`src/rtl/poly_cmd_seq.sv`:
```
// ---------------------------------------------------------------------------
// poly_cmd_seq
//
// Command sequencer for a polynomial engine. Commands are queued in a small
// FIFO and issued one at a time: a command is popped in IDLE, a one-cycle
// start pulse launches it, the sequencer waits in BUSY for the engine's
// finish pulse, then pulses done and bumps a wrapping completion counter.
//
// Optional feature (compile-time macro CMD_TIMEOUT_EN):
//   When defined, a watchdog counts BUSY cycles and abandons a command that
//   has not finished after TIMEOUT_CYCLES cycles, pulsing timeout instead of
//   done. When undefined, timeout is tied low and BUSY waits indefinitely.
//
// Parameters:
//   FIFO_DEPTH      command FIFO entries (power of two, >= 2)
//   TIMEOUT_CYCLES  watchdog limit in BUSY cycles (used with CMD_TIMEOUT_EN)
//
// Ports:
//   clk        in   sole clock, rising edge
//   rst        in   asynchronous active-high reset
//   cmd_valid  in   command offered
//   cmd_ready  out  FIFO can accept a command
//   cmd_data   in   [3:2] opcode, [1] mode, [0] offset
//   opcode     out  opcode of the command in flight
//   mode       out  mode of the command in flight
//   offset     out  offset of the command in flight
//   start      out  one-cycle launch pulse to the engine
//   finish     in   one-cycle completion pulse from the engine
//   done       out  one-cycle pulse per completed command
//   timeout    out  one-cycle watchdog pulse
//   busy       out  sequencer not in IDLE
//   cmd_level  out  FIFO occupancy
//   done_cnt   out  completed-command count, wraps at 16 bits
// ---------------------------------------------------------------------------
module poly_cmd_seq #(
    parameter int FIFO_DEPTH     = 4,
    parameter int TIMEOUT_CYCLES = 4096
) (
    input  logic                          clk,
    input  logic                          rst,
    input  logic                          cmd_valid,
    output logic                          cmd_ready,
    input  logic [3:0]                    cmd_data,
    output logic [1:0]                    opcode,
    output logic                          mode,
    output logic                          offset,
    output logic                          start,
    input  logic                          finish,
    output logic                          done,
    output logic                          timeout,
    output logic                          busy,
    output logic [$clog2(FIFO_DEPTH):0]   cmd_level,
    output logic [15:0]                   done_cnt
);

    localparam int AW = $clog2(FIFO_DEPTH);
    localparam int LW = AW + 1;
    localparam logic [LW-1:0] DEPTH_L = LW'(FIFO_DEPTH);

    // Reject configurations the pointer-wrap logic cannot handle.
    if (FIFO_DEPTH < 2 || (FIFO_DEPTH & (FIFO_DEPTH - 1)) != 0 || TIMEOUT_CYCLES < 1) begin : g_param_check
        $error("poly_cmd_seq: FIFO_DEPTH must be a power of two >= 2 and TIMEOUT_CYCLES >= 1");
    end

    typedef enum logic [1:0] {
        S_IDLE   = 2'd0,
        S_LAUNCH = 2'd1,
        S_BUSY   = 2'd2,
        S_DONE   = 2'd3
    } state_t;

    state_t          r_state;
    state_t          w_next;

    logic [3:0]      r_mem [FIFO_DEPTH];
    logic [AW-1:0]   r_wr_ptr;
    logic [AW-1:0]   r_rd_ptr;
    logic [LW-1:0]   r_level;

    logic [1:0]      r_opcode;
    logic            r_mode;
    logic            r_offset;
    logic            r_start;
    logic [15:0]     r_done_cnt;

    logic            w_push;
    logic            w_pop;
    logic [3:0]      w_head;

`ifdef CMD_TIMEOUT_EN
    localparam int CW = $clog2(TIMEOUT_CYCLES) + 1;
    localparam logic [CW-1:0] WD_LIMIT = CW'(TIMEOUT_CYCLES - 1);

    logic [CW-1:0]   r_wd_cnt;
    logic            r_timeout;
    logic            w_wd_hit;
`endif

    // Ready comes from the registered occupancy only, so a pop on the same
    // edge never opens a slot combinationally.
    assign cmd_ready = (r_level < DEPTH_L);
    assign w_push    = cmd_valid && cmd_ready;
    assign w_head    = r_mem[r_rd_ptr];

    // ------------------------------------------------------------------
    // Next-state / decode
    // ------------------------------------------------------------------
    always_comb begin
        w_next = r_state;
        w_pop  = 1'b0;
`ifdef CMD_TIMEOUT_EN
        w_wd_hit = 1'b0;
`endif
        case (r_state)
            S_IDLE: begin
                if (r_level != '0) begin
                    w_pop  = 1'b1;
                    w_next = S_LAUNCH;
                end
            end
            S_LAUNCH: begin
                w_next = S_BUSY;
            end
            S_BUSY: begin
                // finish has priority over a watchdog expiry in the same cycle
                if (finish) begin
                    w_next = S_DONE;
                end
`ifdef CMD_TIMEOUT_EN
                else if (r_wd_cnt == WD_LIMIT) begin
                    w_wd_hit = 1'b1;
                    w_next   = S_IDLE;
                end
`endif
            end
            S_DONE: begin
                w_next = S_IDLE;
            end
            default: begin
                w_next = S_IDLE;
            end
        endcase
    end

    // ------------------------------------------------------------------
    // FIFO storage (data only, not reset)
    // ------------------------------------------------------------------
    always_ff @(posedge clk) begin
        if (w_push) begin
            r_mem[r_wr_ptr] <= cmd_data;
        end
    end

    // ------------------------------------------------------------------
    // State, pointers, occupancy and registered outputs
    // ------------------------------------------------------------------
    always_ff @(posedge clk or posedge rst) begin
        if (rst) begin
            r_state    <= S_IDLE;
            r_wr_ptr   <= '0;
            r_rd_ptr   <= '0;
            r_level    <= '0;
            r_opcode   <= '0;
            r_mode     <= 1'b0;
            r_offset   <= 1'b0;
            r_start    <= 1'b0;
            r_done_cnt <= '0;
        end else begin
            r_state <= w_next;

            if (w_push) begin
                r_wr_ptr <= r_wr_ptr + AW'(1);
            end
            if (w_pop) begin
                r_rd_ptr <= r_rd_ptr + AW'(1);
                r_opcode <= w_head[3:2];
                r_mode   <= w_head[1];
                r_offset <= w_head[0];
            end

            case ({w_push, w_pop})
                2'b10:   r_level <= r_level + LW'(1);
                2'b01:   r_level <= r_level - LW'(1);
                default: r_level <= r_level;
            endcase

            // The launch pulse is registered on leaving LAUNCH, which gives
            // the two-edge pop-to-start latency seen at the engine.
            r_start <= (r_state == S_LAUNCH);

            if (r_state == S_DONE) begin
                r_done_cnt <= r_done_cnt + 16'd1;
            end
        end
    end

`ifdef CMD_TIMEOUT_EN
    // ------------------------------------------------------------------
    // Watchdog: cleared in LAUNCH, counts every BUSY cycle
    // ------------------------------------------------------------------
    always_ff @(posedge clk or posedge rst) begin
        if (rst) begin
            r_wd_cnt  <= '0;
            r_timeout <= 1'b0;
        end else begin
            if (r_state == S_LAUNCH) begin
                r_wd_cnt <= '0;
            end else if (r_state == S_BUSY) begin
                r_wd_cnt <= r_wd_cnt + CW'(1);
            end
            r_timeout <= w_wd_hit;
        end
    end

    assign timeout = r_timeout;
`else
    assign timeout = 1'b0;
`endif

    assign opcode    = r_opcode;
    assign mode      = r_mode;
    assign offset    = r_offset;
    assign start     = r_start;
    assign done      = (r_state == S_DONE);
    assign busy      = (r_state != S_IDLE);
    assign cmd_level = r_level;
    assign done_cnt  = r_done_cnt;

endmodule

```
`config.mk`:
```
export PLATFORM = sky130hd
export DESIGN_NAME = poly_cmd_seq
export DESIGN_NICKNAME = d
export VERILOG_FILES = /design/src/rtl/poly_cmd_seq.sv
export SDC_FILE = /design/constraint.sdc
export NUM_CORES = 1
export LEC_CHECK = 0
export ABC_AREA = 0
export BUFFER_PORTS_ARGS = -buffer_cell sky130_fd_sc_hd__buf_2
export CAP_MARGIN = 15
export CORE_MARGIN = 10
export CORE_UTILIZATION = 45
export DETAILED_ROUTE_END_ITERATION = 16
export PLACE_DENSITY = 0.65
export SKIP_CTS_REPAIR_TIMING = 1
export SLEW_MARGIN = 20
export SYNTH_ARGS = -nofsm -noshare
export SYNTH_HDL_FRONTEND = slang
export SYNTH_SLANG_ARGS = --single-unit
```
`constraint.sdc`:
```
create_clock -name clk -period 2.8 [get_ports clk]
set_input_delay 0 -clock clk [delete_from_list [all_inputs] [get_ports clk]]
set_output_delay 0 -clock clk [all_outputs]
set_load 0.01 [all_outputs]
```
## After elaboration in Yosys (flattened, before gate mapping)

Memory sizes are Yosys's and may differ from the RTL's. A register that Yosys moved wholly into a read port is not among the register bits.
Cells that the tools add are included.

- $add $sub $neg: 5
- Magnitude comparators: 1
- Equal/unequal tests: 7
- Muxes and demuxes: 8
- Reductions and logical operators: 6

Operator list:

| cell | count |
|---|---|
| adder 16 x 1 -> 16 bit, second input constant | 1 |
| case mux 2 bit (4 select lines) | 1 |
| equality test 2 bit, second input constant | 3 |
| case mux 3 bit (2 select lines) | 1 |
| adder 2 x 1 -> 2 bit, second input constant | 2 |
| equality test 2 x 1 -> 1 bit, second input constant | 2 |
| two-way mux 1 bit | 4 |
| two-way mux 2 bit | 2 |
| inequality test 2 bit, second input constant | 2 |
| nonzero test 2 bit | 2 |
| adder 3 x 1 -> 3 bit, second input constant | 1 |
| < comparator 3 bit, second input constant | 1 |
| nonzero test 3 bit | 1 |
| subtractor 3 x 1 -> 3 bit, second input constant | 1 |
| zero test 2 bit | 1 |
| AND reduction 2 bit | 1 |
| logical AND 1 bit | 1 |

- Flip-flop bits (word level): 26
- RAM bits: 16
- Bits of input ports: 8
- Output and inout bits: 28
- Logic and storage cells: 34
- Memories kept: 1

Memories:

| name | depth | width | read ports | clocked after Yosys merged registers in | wr ports | line | RTL |
|---|---|---|---|---|---|---|---|
| r_mem | 4 | 4 | 1 | 1 | 1 | 75 | `logic [3:0] r_mem [FIFO_DEPTH];` |

## Longest topological paths before layout

- Word-level depth: 5
- Gate-level depth with buffers: 10

## Worst setup path after synthesis

OpenSTA, ideal clock, no wires.

- Path type: reg2reg
- Start: register r_state[0]
- End: register r_level[2] (netlist: cmd_level[2])
- Arrival time: 1,909 ps
- Slack: 811 ps
- Cell stages (with the launch flop): 11
- Path buffers: 0
- Period minus slack after synthesis: 1,989 ps
- Cell sequence: dfrtp_1 inv_1 ha_1 o31ai_4 inv_1 ha_1 inv_1 fa_1 xor2_1 nor2_1 xnor2_1

- Word-level cells in the longest chain between the ends: 4
- Elaborated cells between the ends (all ways): 6
- Classes of those cells: eq/ne (2); mux (2); reduce/logical (2)

Ends and longest elaborated chain:

| element | line | RTL |
|---|---|---|
| start, declared | 72 | `state_t r_state;` |
| start signal, assigned | 169 | `r_state <= w_next;` |
| zero test 2 bit * | 114 | `case (r_state)` |
| two-way mux 1 bit * | 114 |  |
| via w_pop | 87 | `logic w_pop;` |
| equality test 2 x 1 -> 1 bit / equality test 2 bit (equally long branches) | 181 | `case ({w_push, w_pop})` |
| case mux 3 bit (2 select lines) / nonzero test 2 bit (equally long branches) | n/a |  |
| end signal, assigned | 182 | `2'b10: r_level <= r_level + LW'(1);` |
| end signal, assigned | 183 | `2'b01: r_level <= r_level - LW'(1);` |
| end signal, assigned | 184 | `default: r_level <= r_level;` |
| end, declared | 78 | `logic [LW-1:0] r_level;` |

Mark *: on every way through the listed nets, which the timed path passes. The rest lies on a longest branch.
A chain may end at the register's enable or synchronous reset.

## Final worst setup path

Ends and elaborated chain as after synthesis.

==> flow_summary_export.csv <==
group,metric,value,unit
clock_network,htreeDepth,2,
floorplan,initial_core_util,46.9,%
sta,slew-limit-headroom,58.4,%
critical_path,critPathBufInv,3,
drt,firstDrtPassIters,4,
critical_path,startpoint_type,"register",
critical_path,worstPathCellList,"inv_1 -> ha_1 -> o31ai_4 -> inv_1 -> ha_1 -> inv_1 -> fa_1 -> xor2_1 -> nor2_1 -> xnor2_1",
synthesis,avgSynthCellArea,13.3,um^2
synthesis,synth_nets,176,
sta,clock_skew,0.00557,ns
drt,wirelength,3930,um
critical_path,crit_fanout,6,
sta,totalNegativeSetupSlack,0,ns
outcome,status,"finished, final reports clean",
drt,ant_nets,0,
sta,post-route-min-period,2.17,ns
critical_path,cp.arrival,2.39,ns
hold_path,hold_class,"in2reg",
clock_network,numCtsBuffers,5,
sta,worstMarginPinSlew,0.623,ns
synthesis,netlist_area,2070,um^2
synthesis,synth_warnings,0,
critical_path,worst_ep_required_time,3.02,ns
drt,vias,1290,
placed_design,place_ws,0.636,ns
critical_path,critical_path.max_stage_delay,0.42,ns
sta,rsz0062_at_grt,"no",
power_and_ir_drop,powerDensity,979,nW/um^2
sta,final-setup-viol-count,0,
critical_path,crit_family,"adder cells",
drt,drtIter0Drc,27,
sta,worst_slack,0.632,ns
clock_network,clk_path_buf_depth,2,
clock_network,cts.root.buffer_cell,"clkbuf_8",
placed_design,hpwl,2940,um
synthesis,synthDistinctLibCells,29,
drt,avgViaCountPerCell,5.14,
global_route,track_usage,10.3,%
synthesis,seq_area_frac_synth,59.5,%
floorplan,die_area,7710,um^2
clock_network,clock_sinks,46,
global_route,overflow,0,
critical_path,endpoint_kind,"register",
floorplan,fp.dieW,87.8,um
critical_path,crit_type,"reg2reg",
global_route,grt_pass1_wl,6280,um
floorplan,core.rowCount,24,
sta,slew_viol_final,0,
clock_network,insertion_delay,0.29,ns
floorplan,die_h,87.8,um
power_and_ir_drop,max-vdd-ir-drop,0.416,mV
final_layout,final_common_cell,"buf_2",
critical_path,cpMostUsedCell,"inv_1",
clock_network,cts_tree,"yes",
global_route,grt_max_degree,31,
sta,fmax,461,MHz
final_layout,fin_nets,218,
critical_path,slowest_stage,"dfrtp_1",
floorplan,ioPinCount,36,
power_and_ir_drop,fin_total_pwr,2.39,mW
final_layout,drive_gt1_share,25.6,%
synthesis,ys_ff_latch,46,
clock_network,path_clk_slew,0.08,ns
sta,hold_viol,0,
sta,post-route-period-util,77.4,%
power_and_ir_drop,leakagePower,1.18,nW
drt,wl_per_cell,15.7,um
global_route,grt_pass1_vias,1298,
global_route,antenna_found_initial,0,
final_layout,diodes,0,
floorplan,coreArea,4410,um^2
run,drv_cap,0,
drt,drc,0,
synthesis,syn-instance-count,156,
placed_design,io_buffers,34,
final_layout,final_cell_mix,"34 x buf_2, 30 x dfrtp_1, 21 x nand2_1",
final_layout,area_delta_synth_final,17.9,%
placed_design,gp_congestion,0.857,
worst register-to-register path: cells and delay by family (launching register included):
kind	cells	cell delay, ns
AND/OR/NAND/NOR	1	0.11
AO/OA/AOI/OAI	1	0.13
flip-flops	1	0.42
XOR/XNOR	2	0.28
adder cells (fa/ha/maj)	3	0.82
buffers and inverters	3	0.35
area by class of cell:
cell class / instances / area [um^2]
repair buffers: 39 / 220
multi-input cells: 93 / 768
fillers: 382 / 1970
well taps: 52 / 65.1
clock buffers: 7 / 76.3
flip-flops and latches: 46 / 1230
clock inverters: 1 / 30.0
inverters: 13 / 48.8
synth_stat cells:
library cell / instances / area [um^2]
conb_1: 1 / 3.75
nor2_1: 5 / 18.8
buf_4: 1 / 7.51
a21oi_1: 1 / 5.00
o21ai_0: 1 / 5.00
nand4_2: 2 / 25.0
fa_1: 1 / 20.0
nand4_1: 4 / 25.0
ha_1: 11 / 138
nand2_1: 21 / 78.8
inv_1: 13 / 48.8
buf_2: 2 / 10.0
and2_1: 4 / 25.0
nor4b_1: 1 / 8.76
dfrtp_1: 30 / 751
o32a_1: 1 / 10.0
o31ai_4: 1 / 21.3
clkbuf_1: 1 / 3.75
nand4_4: 1 / 21.3
nor3_1: 3 / 15.0
xnor2_1: 8 / 70.1
nor4_1: 4 / 25.0
mux2i_1: 1 / 10.0
xor2_1: 13 / 114
mux2_2: 2 / 22.5
mux4_2: 4 / 90.1
edfxtp_1: 16 / 480
nand3_1: 2 / 10.0
nor2b_1: 1 / 6.26
final timing paths:
check / end / from / cells after the start / slack, ns
hold / removal: r_state[0]$_DFFE_PP0P_ / finish / 4 / 0.15
max in group asynchronous: cmd_level[1]$_DFFE_PP0P_ / rst / 3 / 2.05
min in group asynchronous: done_cnt[7]$_DFFE_PP0P_ / rst / 3 / 0.35
setup / recovery: cmd_level[2]$_DFFE_PP0P_ / r_state[0]$_DFFE_PP0P_ / 10 / 0.63
setup reg to reg: cmd_level[2]$_DFFE_PP0P_ / r_state[0]$_DFFE_PP0P_ / 10 / 0.63
hold reg to reg: done_cnt[15]$_DFFE_PP0P_ / done_cnt[15]$_DFFE_PP0P_ / 1 / 0.46
stage by stage:
stage          area, um^2  hold slack, ns  cells  utilization, %
2_1_floorplan        2070          0.0908    156               -
3_3_place_gp         2280           0.211    238            51.7
3_5_place_dp         2280           0.223    238            51.7
4_1_cts              2390         -0.0842    246            54.1
5_1_grt              2440           0.169    251            55.3
6_report             2440           0.147    251            55.3
sequential cells by signal (all words and copies together) (netlist names):
signal,flops
start,1
r_rd_ptr,2
offset,1
r_state,2
cmd_level,3
r_mem,16
mode,1
r_wr_ptr,2
done_cnt,16
opcode,2
where the power goes:
group | total, mW | internal, mW | switching [mW]
clock network | 0.479 | 0.267 | 0.212
registers | 1.09 | 0.881 | 0.205
logic | 0.824 | 0.395 | 0.429
total | 2.39 | 1.54 | 0.846
cells by family (layout without fill, tap and decap cells):
logic type	count (synthesis)	in the layout	synth area share, %
buffers and inverters	17	60	3.39
and+or+nand+nor	48	48	12.5
adders and majority gates	12	12	7.62
xor gates and xnor gates	21	21	8.89
AOI/OAI and AO/OA	4	4	1.99
muxes	7	7	5.93
other	1	1	0.181
DFF	46	46	59.5
layer usage:
layer	up-vias	share of wire, %	track usage, %
met3	7	8.6	3.99
met2	35	50	17.2
met5	-	0	0
met4	0	1.3	3.48
li1	607	-	-
met1	641	40	11.7
Note: power is estimated with default switching activity, not from simulation.
